==> src/rtl/filter_stim_gen.sv <==
// On-chip stimulus source for the filter chain: impulse, periodic impulse, step
// or 4-ASK PRBS samples, one per sample strobe, over a start/stop/done run.
module filter_stim_gen #(
  parameter int          WIDTH     = 18,
  parameter int          RUN_LEN   = 256,
  parameter int          PERIOD    = 64,
  parameter logic [14:0] LFSR_SEED = 15'h0001,
  parameter int          CNT_W     = 9
) (
  input  logic                    sys_clk,
  input  logic                    rst,
  input  logic                    smp_en,
  input  logic                    start,
  input  logic                    stop,
  input  logic [1:0]              mode,
  input  logic [WIDTH-2:0]        amp,
  output logic signed [WIDTH-1:0] x_out,
  output logic                    x_valid,
  output logic                    busy,
  output logic                    done,
  output logic [CNT_W-1:0]        smp_cnt
);

  localparam int              PH_W    = $clog2(PERIOD);
  localparam logic [14:0]     SEED    = (LFSR_SEED == 15'h0000) ? 15'h0001 : LFSR_SEED;
  localparam logic [CNT_W-1:0] LAST_N = CNT_W'(RUN_LEN - 1);
  localparam logic [PH_W-1:0] LAST_PH = PH_W'(PERIOD - 1);

  typedef enum logic [1:0] {
    S_IDLE = 2'd0,
    S_RUN  = 2'd1,
    S_DONE = 2'd2
  } state_t;

  state_t            state_r;
  state_t            state_nx_s;
  logic [1:0]        mode_r;
  logic [WIDTH-2:0]  amp_r;
  logic [PH_W-1:0]   phase_r;
  logic [14:0]       lfsr_r;
  logic [WIDTH-2:0]  inner_s;
  logic [WIDTH-1:0]  pos_amp_s;
  logic [WIDTH-1:0]  pos_inner_s;
  logic [WIDTH-1:0]  sample_s;

  // State register
  always_ff @(posedge sys_clk) begin
    if (rst) begin
      state_r <= S_IDLE;
    end else begin
      state_r <= state_nx_s;
    end
  end

  // Next-state decode; stop overrides everything, start is ignored while running
  always_comb begin
    state_nx_s = state_r;
    if (stop) begin
      state_nx_s = S_IDLE;
    end else begin
      case (state_r)
        S_IDLE, S_DONE: begin
          if (start) state_nx_s = S_RUN;
          else       state_nx_s = state_r;
        end
        S_RUN: begin
          if (smp_en && (smp_cnt == LAST_N)) state_nx_s = S_DONE;
          else                               state_nx_s = S_RUN;
        end
        default: state_nx_s = S_IDLE;
      endcase
    end
  end

  // Sample value for the current index; Gray-mapped 4-ASK uses levels +-amp and +-~amp/3
  always_comb begin
    inner_s     = (amp_r >> 2) + (amp_r >> 4) + (amp_r >> 6) + (amp_r >> 8);
    pos_amp_s   = {1'b0, amp_r};
    pos_inner_s = {1'b0, inner_s};
    sample_s    = {WIDTH{1'b0}};
    case (mode_r)
      2'd0: begin
        if (smp_cnt == {CNT_W{1'b0}}) sample_s = pos_amp_s;
        else                          sample_s = {WIDTH{1'b0}};
      end
      2'd1: begin
        if (phase_r == {PH_W{1'b0}}) sample_s = pos_amp_s;
        else                         sample_s = {WIDTH{1'b0}};
      end
      2'd2: sample_s = pos_amp_s;
      2'd3: begin
        case (lfsr_r[1:0])
          2'b00:   sample_s = {WIDTH{1'b0}} - pos_amp_s;
          2'b01:   sample_s = {WIDTH{1'b0}} - pos_inner_s;
          2'b11:   sample_s = pos_inner_s;
          2'b10:   sample_s = pos_amp_s;
          default: sample_s = {WIDTH{1'b0}};
        endcase
      end
      default: sample_s = {WIDTH{1'b0}};
    endcase
  end

  // Registered outputs and run datapath
  always_ff @(posedge sys_clk) begin
    if (rst) begin
      x_out   <= {WIDTH{1'b0}};
      x_valid <= 1'b0;
      busy    <= 1'b0;
      done    <= 1'b0;
      smp_cnt <= {CNT_W{1'b0}};
      mode_r  <= 2'd0;
      amp_r   <= {(WIDTH-1){1'b0}};
      phase_r <= {PH_W{1'b0}};
      lfsr_r  <= SEED;
    end else begin
      busy    <= (state_nx_s == S_RUN);
      done    <= (state_nx_s == S_DONE);
      x_valid <= 1'b0;
      if (stop) begin
        x_out <= {WIDTH{1'b0}};
      end else if (state_r == S_RUN) begin
        if (smp_en) begin
          x_out   <= sample_s;
          x_valid <= 1'b1;
          smp_cnt <= smp_cnt + {{(CNT_W-1){1'b0}}, 1'b1};
          phase_r <= (phase_r == LAST_PH) ? {PH_W{1'b0}} : phase_r + {{(PH_W-1){1'b0}}, 1'b1};
          lfsr_r  <= {lfsr_r[13:0], lfsr_r[14] ^ lfsr_r[13]};
        end else begin
          x_out <= x_out;
        end
      end else if (start) begin
        mode_r  <= mode;
        amp_r   <= amp;
        smp_cnt <= {CNT_W{1'b0}};
        phase_r <= {PH_W{1'b0}};
        lfsr_r  <= SEED;
      end else if ((state_r == S_DONE) && smp_en) begin
        x_out <= {WIDTH{1'b0}};
      end else begin
        x_out <= x_out;
      end
    end
  end

endmodule

==> config.mk <==
export PLATFORM = sky130hd
export DESIGN_NAME = filter_stim_gen
export DESIGN_NICKNAME = d
export VERILOG_FILES = /design/src/rtl/filter_stim_gen.sv
export SDC_FILE = /design/constraint.sdc
export NUM_CORES = 1
export LEC_CHECK = 0
export CORE_MARGIN = 2
export CORE_UTILIZATION = 30
export DETAILED_ROUTE_END_ITERATION = 6
export SETUP_SLACK_MARGIN = 0.3
export SLEW_MARGIN = 0
export SYNTH_ARGS = -nofsm -noshare
export SYNTH_HDL_FRONTEND = slang
export SYNTH_SLANG_ARGS = --single-unit
==> constraint.sdc <==
create_clock -name sys_clk -period 10.6 [get_ports sys_clk]
set_input_delay 2.12 -clock sys_clk [delete_from_list [all_inputs] [get_ports sys_clk]]
set_output_delay 2.12 -clock sys_clk [all_outputs]
set_load 0.01 [all_outputs]
==> impl_metrics.csv <==
group,metric,value,unit
clocking,cts_root_buf,"clkbuf_16",
power_and_ir_drop,ir_drop,0.0875,mV
timing,finClkSkew,0.00376,ns
synthesis,ys_seq_area_share,29.3,%
drt,drc_errors,0,
critical_path,critPathBufInv,3,
clocking,clk_latency,0.33,ns
clocking,numClockSinks,72,
power_and_ir_drop,clkPwrFrac,42.9,%
timing,relSlewSlack,36.0,%
critical_path,cpMaxStageDelayCell,"fa_1",
place,dp_hpwl,10100,um
cells_and_area,fill_cells,1645,
timing,setup_viol,0,
synthesis,synth.distinct_cells,54,
drt,wl,13300,um
critical_path,path_delay_family,"adder cells",
synthesis,synth_edf_count,0,
floorplan,pin_count,54,
synthesis,ys_warn_count,0,
floorplan,die_x,132,um
floorplan,die_h,132,um
floorplan,std_cell_rows,46,
timing,tightest_slew,0.958,ns
timing,fmax,218,MHz
critical_path,endpoint_kind,"register",
cells_and_area,syn2layout_area_growth,21.5,%
drt,num_vias,4500,
clocking,cts_made_buffers,9,
drt,viasPerCell,5.06,
power_and_ir_drop,powerDensity,129,nW/um2
critical_path,critPathRequiredTime,10.82,ns
cells_and_area,fin_nets,741,
clocking,path_clk_slew,0.06,ns
timing,fin_crit,4.58,ns
clocking,htree_levels,3,
power_and_ir_drop,leakage,0.00229,uW
power_and_ir_drop,p_int,552,uW
critical_path,cp_slowest_stage_delay,0.54,ns
place,io_buffers,53,
worst_hold_path,hp-class,"register to register",
critical_path,critPathLaunchType,"register",
global_routing,grt.total_usage,15.4,%
cells_and_area,n_antenna_cell,0,
cells_and_area,drive_gt1_share,4.75,%
status,status,"completed",
critical_path,critPathKind,"register to register",
global_routing,grt_pass1_vias,4386,
clocking,post_cts_resized,0,
synthesis,synth_seq_cells,72,
global_routing,grt_max_degree,50,
power_and_ir_drop,power_frac_comb,20.7,%
critical_path,cp_max_fo,6,
critical_path,worstPathArrival,4.80,ns
synthesis,async_flop_share,0,%
power_and_ir_drop,p_total,773,uW
clocking,cts_hold_buf,0,
power_and_ir_drop,power_frac_seq,36.4,%
timing,hold_viol,0,
timing,fin_crit_sh,43.2,%
synthesis,synth_area,4910,um2
power_and_ir_drop,switching_share,28.5,%
floorplan,start_util,30.8,%
clocking,cts_tree,"yes",
synthesis,synth_area_per_cell,7.76,um2
place,place.gp.congestion,0.814,
power_and_ir_drop,power_switching,221,uW
clocking,post_cts_buffers,0,
timing,tns,0,ns
timing,slew_violations,0,
floorplan,core,15900,um2
drt,wl_per_cell,14.9,um
drt,ant_nets,0,
job,maxCapViolCount,0,
global_routing,overflow,0,
global_routing,antenna_found_initial,0,
critical_path,path_cells,"inv_1 > fa_1 > inv_1 > fa_1 > ha_1 > inv_1 > fa_1 > xor2_1 > nand3_1 > a21boi_0 > o2111ai_1 > a211oi_2 > a31oi_1 > xnor2_1 > a211oi_1 > a221o_1",
floorplan,die_area,17400,um2
clocking,clk_path_buf_depth,2,
synthesis,syn-num-nets,705,
synthesis,synth_top_flop_cell,"dfxtp_1",
global_routing,grt_first_pass_wirelength,22200,um
drt,drt_iter0_markers,254,
synthesis,syn_inst,633,
timing,rsz0062_at_grt,"no",
drt,first_pass_iters,5,
==> registers in the layout (all words and copies together), names as in the netlist <==
| signal | count |
|---|---|
| x_out | 18 |
| amp_r | 17 |
| lfsr_r | 15 |
| smp_cnt | 9 |
| phase_r | 6 |
| mode_r | 2 |
| state_r | 2 |
| busy | 1 |
| done | 1 |
| x_valid | 1 |
==> path summary, 6_finish.rpt <==
kind | from | endpoint | slack [ns] | depth (start not counted)
worst max register to register | amp_r[3] | x_out[14] | 6.02 | 16
worst min register to register | x_out[2] | x_out[2] | 0.45 | 1
worst max-delay path | amp_r[3] | x_out[14] | 6.02 | 16
worst min-delay path | x_out[2] | x_out[2] | 0.45 | 1
==> cell usage in the layout, fill, tap and decap left out, types with 17 or more instances in the layout <==
master            n
clkdlybuf4s50_1  52
dfxtp_1          72
nor2_1           39
nand2_1          89
a21oi_1          75
xor2_1           17
o21ai_0          35
fa_1             20
nand3_1          29
ha_1             28
inv_1            50
==> cell usage after synthesis, drive strengths merged (4+ instances only) <==
master   n  area, um2
a211oi   7       57.6
a21o     4       30.0
a21oi   75        375
a22oi    7       52.6
a31oi   10       62.6
and3     4       25.0
clkbuf  33        124
dfxtp   72       1440
fa      20        400
ha      28        350
inv     50        188
mux2i   13        130
nand2   89        334
nand2b   4       25.0
nand3   29        145
nand4   10       62.6
nor2    39        146
nor2b    4       25.0
nor3    14       75.1
nor3b    7       52.6
o211ai   5       37.5
o21ai   37        185
or3      4       25.0
xnor2    7       61.3
xor2    17        149
==> metal layers <==
metal | vias to the layer above | GRT usage (%) | wire length, um
li1 | 2282 | - | -
met1 | 2093 | 21.5 | 6370
met2 | 109 | 24.7 | 6130
met3 | 16 | 2.46 | 621
met4 | 0 | 4.29 | 187
met5 | - | 0 | 0
==> cell families after synthesis <==
group                      synth area share (%)
and+or+nand+nor                            20.6
buffers and inverters                      6.49
muxes                                      2.88
DFF                                        29.3
AOI/OAI and AO/OA                          21.2
xor gates and xnor gates                   4.28
adders and majority gates                  15.3
==> power groups by stage <==
| stage | Combinational (uW) | Clock (uW) | Sequential [uW] |
|---|---|---|---|
| after floorplan | 119 | 0 | 285 |
| after global placement | 159 | 0 | 287 |
| after detailed placement | 158 | 0 | 287 |
| after CTS | 160 | 338 | 281 |
| after global routing | 182 | 350 | 282 |
| final | 160 | 331 | 281 |
==> stage by stage <==
stage / utilization (%) / setup slack, ns / instance area (um2) / instances / hold WS [ns]
2_1_floorplan: - / 6.55 / 4910 / 633 / 0.432
3_3_place_gp: 35.4 / 5.81 / 5640 / 874 / 0.437
3_5_place_dp: 35.4 / 5.73 / 5640 / 874 / 0.439
4_1_cts: 37.5 / 6.06 / 5970 / 890 / 0.453
5_1_grt: 37.5 / 5.72 / 5970 / 890 / 0.468
6_report: 37.5 / 6.02 / 5970 / 890 / 0.449
==> area by class of cell <==
type                    count  area (um2)  area share, %
clock inverters             6        91.3           1.53
flip-flops and latches     72        1440           24.1
clock buffers              10         239           4.00
repair buffers             60         578           9.68
inverters                  50         188           3.14
well taps                 216         270           4.53
multi-input cells         476        3160           53.0
(Power assumes the default switching activity.)
